--- src/rtl/condlogic_it_if.sv ---
// Decoder/ALU-side bundle for the conditional-execution unit.
// The master is the pipeline front end; the slave is condlogic_it.
interface condlogic_it_if #(
    parameter int unsigned MAXIT = 4
);
    localparam int unsigned LW = $clog2(MAXIT + 1);

    logic             Valid;
    logic             Stall;
    logic             Flush;
    logic [3:0]       Cond;
    logic [3:0]       ALUFlags;
    logic [1:0]       FlagW;
    logic             PCS;
    logic             RegW;
    logic             MemW;
    logic             ITStart;
    logic [3:0]       ITCond;
    logic [LW-1:0]    ITLen;
    logic [MAXIT-1:0] ITPat;

    logic             PCSrc;
    logic             RegWrite;
    logic             MemWrite;
    logic             CondEx;
    logic [3:0]       Flags;
    logic             InIT;
    logic [LW-1:0]    ITRemain;
    logic             ITErr;

    modport master (
        output Valid, Stall, Flush, Cond, ALUFlags, FlagW, PCS, RegW, MemW,
               ITStart, ITCond, ITLen, ITPat,
        input  PCSrc, RegWrite, MemWrite, CondEx, Flags, InIT, ITRemain, ITErr
    );

    modport slave (
        input  Valid, Stall, Flush, Cond, ALUFlags, FlagW, PCS, RegW, MemW,
               ITStart, ITCond, ITLen, ITPat,
        output PCSrc, RegWrite, MemWrite, CondEx, Flags, InIT, ITRemain, ITErr
    );
endinterface

--- src/rtl/condlogic_it.sv ---
// Condition evaluation with split NZCV flag groups and an IT-block sequencer
// that predicates up to MAXIT following instructions.
module condlogic_it #(
    parameter int unsigned MAXIT = 4
) (
    input logic           clk,
    input logic           reset,
    condlogic_it_if.slave bus
);
    localparam int unsigned LW = $clog2(MAXIT + 1);

    typedef enum logic [0:0] {StIdle, StBlock} state_e;

    state_e           state_q, state_d;
    logic [3:0]       flags_q, flags_d;
    logic [3:0]       itcond_q, itcond_d;
    logic [MAXIT-1:0] pat_q, pat_d;
    logic [LW-1:0]    remain_q, remain_d;
    logic [LW-1:0]    idx_q, idx_d;
    logic             err_q, err_d;

    logic       fire, in_it, pat_bit, cond_pass, cond_ex;
    logic       len_ok, it_ok, it_bad;
    logic       n, z, c, v;
    logic [3:0] eff_cond;

    assign fire  = bus.Valid & ~bus.Stall;
    assign in_it = (state_q == StBlock);
    assign {n, z, c, v} = flags_q;

    always_comb begin
        pat_bit = 1'b1;
        for (int i = 0; i < MAXIT; i++) begin
            if (idx_q == LW'(i)) pat_bit = pat_q[i];
        end
    end

    // Inside a block the slot's pattern bit selects firstcond or its inverse.
    assign eff_cond = in_it ? {itcond_q[3:1], itcond_q[0] ^ ~pat_bit} : bus.Cond;

    always_comb begin
        case (eff_cond)
            4'b0000: cond_pass = z;
            4'b0001: cond_pass = ~z;
            4'b0010: cond_pass = c;
            4'b0011: cond_pass = ~c;
            4'b0100: cond_pass = n;
            4'b0101: cond_pass = ~n;
            4'b0110: cond_pass = v;
            4'b0111: cond_pass = ~v;
            4'b1000: cond_pass = c & ~z;
            4'b1001: cond_pass = ~c | z;
            4'b1010: cond_pass = (n == v);
            4'b1011: cond_pass = (n != v);
            4'b1100: cond_pass = ~z & (n == v);
            4'b1101: cond_pass = z | (n != v);
            default: cond_pass = 1'b1;
        endcase
    end

    assign len_ok = (bus.ITLen != '0) && (bus.ITLen <= LW'(MAXIT));
    assign it_ok  = bus.ITStart & ~in_it & len_ok;
    assign it_bad = bus.ITStart & (in_it | ~len_ok);

    // An IT instruction outside a block always executes; any ITStart writes nothing.
    assign cond_ex = (bus.ITStart & ~in_it) | cond_pass;

    assign bus.CondEx   = cond_ex;
    assign bus.RegWrite = bus.RegW & cond_ex & bus.Valid & ~bus.ITStart;
    assign bus.MemWrite = bus.MemW & cond_ex & bus.Valid & ~bus.ITStart;
    assign bus.PCSrc    = bus.PCS & cond_ex & bus.Valid & ~bus.ITStart;
    assign bus.Flags    = flags_q;
    assign bus.InIT     = in_it;
    assign bus.ITRemain = remain_q;
    assign bus.ITErr    = err_q;

    always_comb begin
        state_d  = state_q;
        flags_d  = flags_q;
        itcond_d = itcond_q;
        pat_d    = pat_q;
        remain_d = remain_q;
        idx_d    = idx_q;
        err_d    = fire & it_bad;

        if (fire && cond_ex && !bus.ITStart) begin
            if (bus.FlagW[1]) flags_d[3:2] = bus.ALUFlags[3:2];
            if (bus.FlagW[0]) flags_d[1:0] = bus.ALUFlags[1:0];
        end

        if (bus.Flush) begin
            state_d  = StIdle;
            remain_d = '0;
            idx_d    = '0;
        end else if (fire) begin
            if (in_it) begin
                // A taken branch ends the block just like the last slot does.
                if (bus.PCSrc || (remain_q == LW'(1))) begin
                    state_d  = StIdle;
                    remain_d = '0;
                    idx_d    = '0;
                end else begin
                    remain_d = remain_q - LW'(1);
                    idx_d    = idx_q + LW'(1);
                end
            end else if (it_ok) begin
                state_d  = StBlock;
                itcond_d = bus.ITCond;
                pat_d    = bus.ITPat | MAXIT'(1);
                remain_d = bus.ITLen;
                idx_d    = '0;
            end
        end
    end

    always_ff @(posedge clk or negedge reset) begin
        if (!reset) begin
            state_q  <= StIdle;
            flags_q  <= '0;
            itcond_q <= '0;
            pat_q    <= '0;
            remain_q <= '0;
            idx_q    <= '0;
            err_q    <= 1'b0;
        end else begin
            state_q  <= state_d;
            flags_q  <= flags_d;
            itcond_q <= itcond_d;
            pat_q    <= pat_d;
            remain_q <= remain_d;
            idx_q    <= idx_d;
            err_q    <= err_d;
        end
    end
endmodule

--- src/flat_wrapper.sv ---
// flat-port wrapper written by rule: the top's interface ports become plain ports
module condlogic_it_flat 
#(
    parameter int unsigned MAXIT = 4
)
  (clk, reset, bus_Valid, bus_Stall, bus_Flush, bus_Cond, bus_ALUFlags, bus_FlagW, bus_PCS, bus_RegW, bus_MemW, bus_ITStart, bus_ITCond, bus_ITLen, bus_ITPat, bus_PCSrc, bus_RegWrite, bus_MemWrite, bus_CondEx, bus_Flags, bus_InIT, bus_ITRemain, bus_ITErr);
  condlogic_it_if #(.MAXIT(MAXIT)) bus_i ();
  input logic clk;
  input logic reset;
  input wire logic [$bits(bus_i.Valid)-1:0] bus_Valid;
  input wire logic [$bits(bus_i.Stall)-1:0] bus_Stall;
  input wire logic [$bits(bus_i.Flush)-1:0] bus_Flush;
  input wire logic [$bits(bus_i.Cond)-1:0] bus_Cond;
  input wire logic [$bits(bus_i.ALUFlags)-1:0] bus_ALUFlags;
  input wire logic [$bits(bus_i.FlagW)-1:0] bus_FlagW;
  input wire logic [$bits(bus_i.PCS)-1:0] bus_PCS;
  input wire logic [$bits(bus_i.RegW)-1:0] bus_RegW;
  input wire logic [$bits(bus_i.MemW)-1:0] bus_MemW;
  input wire logic [$bits(bus_i.ITStart)-1:0] bus_ITStart;
  input wire logic [$bits(bus_i.ITCond)-1:0] bus_ITCond;
  input wire logic [$bits(bus_i.ITLen)-1:0] bus_ITLen;
  input wire logic [$bits(bus_i.ITPat)-1:0] bus_ITPat;
  output wire logic [$bits(bus_i.PCSrc)-1:0] bus_PCSrc;
  output wire logic [$bits(bus_i.RegWrite)-1:0] bus_RegWrite;
  output wire logic [$bits(bus_i.MemWrite)-1:0] bus_MemWrite;
  output wire logic [$bits(bus_i.CondEx)-1:0] bus_CondEx;
  output wire logic [$bits(bus_i.Flags)-1:0] bus_Flags;
  output wire logic [$bits(bus_i.InIT)-1:0] bus_InIT;
  output wire logic [$bits(bus_i.ITRemain)-1:0] bus_ITRemain;
  output wire logic [$bits(bus_i.ITErr)-1:0] bus_ITErr;
  assign bus_i.Valid = bus_Valid;
  assign bus_i.Stall = bus_Stall;
  assign bus_i.Flush = bus_Flush;
  assign bus_i.Cond = bus_Cond;
  assign bus_i.ALUFlags = bus_ALUFlags;
  assign bus_i.FlagW = bus_FlagW;
  assign bus_i.PCS = bus_PCS;
  assign bus_i.RegW = bus_RegW;
  assign bus_i.MemW = bus_MemW;
  assign bus_i.ITStart = bus_ITStart;
  assign bus_i.ITCond = bus_ITCond;
  assign bus_i.ITLen = bus_ITLen;
  assign bus_i.ITPat = bus_ITPat;
  assign bus_PCSrc = bus_i.PCSrc;
  assign bus_RegWrite = bus_i.RegWrite;
  assign bus_MemWrite = bus_i.MemWrite;
  assign bus_CondEx = bus_i.CondEx;
  assign bus_Flags = bus_i.Flags;
  assign bus_InIT = bus_i.InIT;
  assign bus_ITRemain = bus_i.ITRemain;
  assign bus_ITErr = bus_i.ITErr;
  condlogic_it #(.MAXIT(MAXIT)) u_core (.clk(clk), .reset(reset), .bus(bus_i));
endmodule
--- config.mk ---
export PLATFORM = sky130hd
export DESIGN_NAME = condlogic_it_flat
export DESIGN_NICKNAME = d
export VERILOG_FILES = /design/src/rtl/condlogic_it_if.sv /design/src/rtl/condlogic_it.sv /design/src/flat_wrapper.sv
export SDC_FILE = /design/constraint.sdc
export NUM_CORES = 1
export LEC_CHECK = 0
export CAP_MARGIN = 10
export CORE_MARGIN = 1
export CORE_UTILIZATION = 50
export DETAILED_ROUTE_END_ITERATION = 16
export PLACE_DENSITY = 0.85
export SLEW_MARGIN = 0
export SYNTH_ARGS = -nofsm -noshare
export SYNTH_HDL_FRONTEND = slang
export SYNTH_SLANG_ARGS = --single-unit
--- constraint.sdc ---
create_clock -name clk -period 8.2 [get_ports clk]
set_input_delay 1.64 -clock clk [delete_from_list [all_inputs] [get_ports clk]]
set_output_delay 1.64 -clock clk [all_outputs]
set_load 0.05 [all_outputs]
### Word-level counts from Yosys, hierarchy flattened

Index checks and enable logic that the tools add are counted.
Widths: inputs -> output; s select.

* register bits: 20
* latch bits: 0
* memory bits (writable): 0
* ROM bits: 0
* input port bits: 30
* output and inout bits: 13
* logic and storage cells: 96
* memories: 0

* $add $sub $neg: 2
* multipliers: 0
* divide/modulo/power cells: 0
* order comparisons: 1
* equal/unequal tests: 19
* shift-type cells: 0
* muxes and demuxes: 21
* bitwise operators: 31
* reductions and logical operators: 14

Operator list (count)
* $mux 3: 10
* $eq 4x4->1 const B: 6
* $and 1x1->1: 16
* $eq 4x3->1 const B: 4
* $pmux 1 s14: 1
* $not 1->1: 10
* $mux 1: 9
* $eq 4x2->1 const B: 2
* $eq 3x1->1 const B: 2
* $eq 3x2->1 const B: 2
* $reduce_and 2->1: 3
* $reduce_bool 3->1: 2
* $eq 4x1->1 const B: 1
* $logic_not 4->1: 1
* $mux 4: 1
* $or 1x1->1: 4
* $reduce_and 4->1: 1
* $add 3x1->3 const B: 1
* $le 3x3->1 const B: 1
* $logic_and 1x1->1: 3
* $logic_not 3->1: 1
* $sub 3x1->3 const B: 1
* $reduce_bool 2->1: 1
* $eq 1x1->1: 1
* 4 further kinds: 4

### Longest topological paths before layout

* depth in word-level cells: 19
* depth in mapped cells: 9

### Least setup slack after synthesis

No wires, ideal clock.

* kind: input-to-output
* start: in bus_Cond[2]
* end: out bus_MemWrite
* arrival: 3.234 ns
* required time: 6.560 ns
* setup slack: 3.326 ns
* stages: 7
* path through: mux2i_1 mux2_1 o22ai_2 o21bai_1 a21o_2 o21a_1 and2_1

* longest elaborated chain between the ends: 7
* elaborated cells on any way between the ends: 20

RTL lines
* from (decl): line flat_wrapper.sv:13 `input wire logic [$bits(bus_i.Cond)-1:0] bus_Cond;`
* $mux 4 *: line condlogic_it.sv:39 `assign eff_cond = in_it ? {itcond_q[3:1], itcond_q[0] ^ ~pat_bit} : bus.Cond;`
* $eq 4x4->1, or another cell as far along: line condlogic_it.sv:42 `case (eff_cond)`
* $pmux 1 s14 *: line condlogic_it.sv:42
* $or 1x1->1 *: line condlogic_it.sv:66 `assign cond_ex = (bus.ITStart & ~in_it) | cond_pass;`
* $and 1x1->1 * (3 in series): line condlogic_it.sv:70 `assign bus.MemWrite = bus.MemW & cond_ex & bus.Valid & ~bus.ITStart;`
* to (decl): line flat_wrapper.sv:25 `output wire logic [$bits(bus_i.MemWrite)-1:0] bus_MemWrite;`

Every way passes the cells marked *; elsewhere a longest branch is shown, timed or not.

### Worst setup path in the final report

* start: in bus_Cond[2]
* end: out bus_RegWrite

* longest elaborated chain between the ends: 7
* elaborated cells on any way between the ends: 20

RTL lines
* $mux 4 *: line condlogic_it.sv:39
* $eq 4x4->1, or another cell as far along: line condlogic_it.sv:42
* $pmux 1 s14 *: line condlogic_it.sv:42
* $or 1x1->1 *: line condlogic_it.sv:66
* $and 1x1->1 * (3 in series): line condlogic_it.sv:69 `assign bus.RegWrite = bus.RegW & cond_ex & bus.Valid & ~bus.ITStart;`
* to (decl): line flat_wrapper.sv:24 `output wire logic [$bits(bus_i.RegWrite)-1:0] bus_RegWrite;`

Marks and branches as above.

==> metrics.txt <==
Slew @ Worst Pin slightly above 0.9 ns; Rel. slew slack a little under two fifths; Final min period a little over 6 ns; Max Cap Viol 0; Longest Clk Path Bufs 2; worst hold-check path type reg2reg; core area roughly 2600 um2; crit path DAT about 4.4 ns; skew final roughly 0.0051 ns; post-route clock period utilization about three quarters; vias in the first global route roughly 1,100; CTS tree built; commonest non-fill, non-tap cells in the layout 41 x clkdlybuf4s50_1, 20 x dfrtp_1, 11 x nand2_1; combinational share of power between 40% and 50%; commonest non-fill, non-tap cell in the layout clkdlybuf4s50_1; Worst-path clk slew approximately 0.13 ns; placed cells between 200 and 250; Layout Utilization between 70 and 80%; Sequential Power Share between 30% and 40%; unrepaired setup endpoints after global routing no; Crit path top cell by count clkdlybuf4s50_1; Switch Pwr about 0.18 mW; Cell Rows 18; Pre-antenna DRT Iters 4; vias per inst between 5 and 6; endpoints failing hold 0; Port Buffer Count about 40; Antenna Violating Nets Remaining 0; first-pass GRT wire length between 4 and 5 mm; VDD IR max between 0.2 and 0.3 mV; HPWL Detailed between 2 and 3 mm; Max Slew Vio Count 0; RD Place Congestion around 0.93; vias between 1,000 and 1,500; Post-Syn Instances around 140; fraction of registers with async set/reset 100%; io pins 43; FMAX between 150 and 200 MHz; CTS H-tree depth 1; Yosys warnings 0; Crit Path Category in2out; Layout area overhead 34.4%; setup tns final 0 ns; crit-path max FO 5; flops & latches, synth 20; full die area approximately 3000 um2; DRC 0; endpoints failing setup 0; number of flops mapped to enable cells by yosys 0; Initial Utilization 54.4%; sw frac between 40% and 50%; NumNets Final 219; Yosys cell types 44; Clk pwr share approximately a fifth; setup bufs post-CTS 0; grt total ovfl 0; Syn Area/Cell ~10 um2; pwr/cell area around 230 nW/um2; GRT Total Usage a little under a quarter; initial detailed-routing violation count 25; worst skew pair latency 0.31 ns; clk root buf clkbuf_4; critical path's slowest cell clkdlybuf4s50_1; post-CTS resize count 0; part of the Yosys area used for sequential elements 35.8%; r2r setup slk 5.52 ns; # hold bufs at CTS 0; Synth Cell Area about 1400 um2; Startpoint Class input port; Critical Path Max Stage Delay approximately 0.80 ns; Num CTS Buffers 3; Critical path origin bus_Cond[2]; number of clock sinks 20; syn nets 175; required time worst endpoint 6.56 ns; hold_sp u_core.pat_q[0]$_DFFE_PN0P_; hold slack between 0.4 and 0.5 ns; antenna violations before repair 0; Cell Chain, Critical Path clkdlybuf4s50_1 -> mux2i_1 -> mux2_1 -> o22ai_2 -> o21bai_1 -> a21o_2 -> o21a_1 -> and2_1 -> clkdlybuf4s50_1; wire per inst around 16 um; CP endpoint kind primary output; outcome finished clean; Die W between 50 and 60 um; largest net degree at the start of global routing 21; internal power between 0.2 and 0.3 mW; Finished Layout Cells 211; final WL roughly 3.3 mm; P_leak 0.748 nW; fraction of layout cells with a size suffix above 1 13.3%; Top FF cell, synth dfrtp_1; Die H approximately 55 um; Worst R2R Start u_core.idx_q[0]$_DFFE_PN0P_; n_diodes 0
[power groups by stage]
stage          Clock, mW  Sequential (mW)  Combinational [mW]
5_1_grt           0.0877            0.156               0.209
2_1_floorplan          0            0.185              0.0986
3_3_place_gp           0            0.151               0.190
3_5_place_dp           0            0.153               0.195
4_1_cts           0.0843            0.151               0.196
6_report          0.0826            0.152               0.197
[registers in the layout, indices dropped and copies added, names as in the netlist]
signal	flops
u_core.bus.ITErr	1
u_core.bus.Flags	4
u_core.bus.InIT	1
u_core.itcond_q	4
u_core.pat_q	4
u_core.bus.ITRemain	3
u_core.idx_q	3
[layer usage]
layer  track usage [%]  vias up  part of all wire, %
li1                  -      597                    -
met1              31.2      592                   44
met2              41.0       32                   51
met3              2.50        2                  3.9
met4              7.69        0                 0.45
met5                 0        -                    0
[metrics by stage]
| step | worst slack, ns | power [mW] | area, um2 |
|---|---|---|---|
| global route | 2.04 | 0.452 | 1880 |
| global placement | 2.24 | 0.341 | 1820 |
| finish | 2.17 | 0.432 | 1880 |
| CTS | 2.17 | 0.432 | 1880 |
| floorplan | 3.33 | 0.283 | 1400 |
| detailed placement | 2.17 | 0.348 | 1820 |
[final cells by class]
cell class / count / area, um2
Clock buffer: 3 / 22.5
Clock inverter: 1 / 30.0
Fill cell: 210 / 691
Inverter: 10 / 37.5
Multi-Input combinational cell: 105 / 831
Sequential cell: 20 / 500
Tap cell: 30 / 37.5
Timing Repair Buffer: 42 / 418
[critical path: cells and delay by family]
family          cells  cell delay (ns)
buf+inv             2             1.29
compound gates      4             0.71
mux                 2             0.62
simple gates        1             0.13
[path summary, 6_finish.rpt]
| kind | endpoint | cells after the start |
|---|---|---|
| max | bus_RegWrite | 9 |
| min | u_core.pat_q[0]$_DFFE_PN0P_ | 1 |
| max reg2reg | u_core.bus.Flags[0]$_DFFE_PN0P_ | 9 |
| min reg2reg | u_core.pat_q[0]$_DFFE_PN0P_ | 1 |
| max in group asynchronous | u_core.bus.Flags[3]$_DFFE_PN0P_ | 1 |
| min in group asynchronous | u_core.pat_q[0]$_DFFE_PN0P_ | 1 |
[cells by family after synthesis]
logic type,synth area share [%]
AO/OA/AOI/OAI,21.4
flip-flops,35.8
AND/OR/NAND/NOR,17.0
multiplexers,14.2
buffers and inverters,4.66
adder cells (fa/ha/maj),6.27
XOR/XNOR,0.627
[synth_stat cells, types with 3 or more instances]
| library cell | count | area share (%) |
|---|---|---|
| and2_1 | 4 | 1.8 |
| dfrtp_1 | 20 | 36 |
| ha_1 | 7 | 6.3 |
| inv_1 | 10 | 2.7 |
| mux2_1 | 6 | 4.8 |
| mux2_2 | 8 | 6.5 |
| mux2i_1 | 4 | 2.9 |
| nand2_1 | 11 | 3.0 |
| nand2b_1 | 3 | 1.3 |
| nor2_1 | 8 | 2.2 |
| nor2b_1 | 5 | 2.2 |
| o31ai_1 | 4 | 2.2 |
Note: power is estimated with default switching activity, not from simulation.
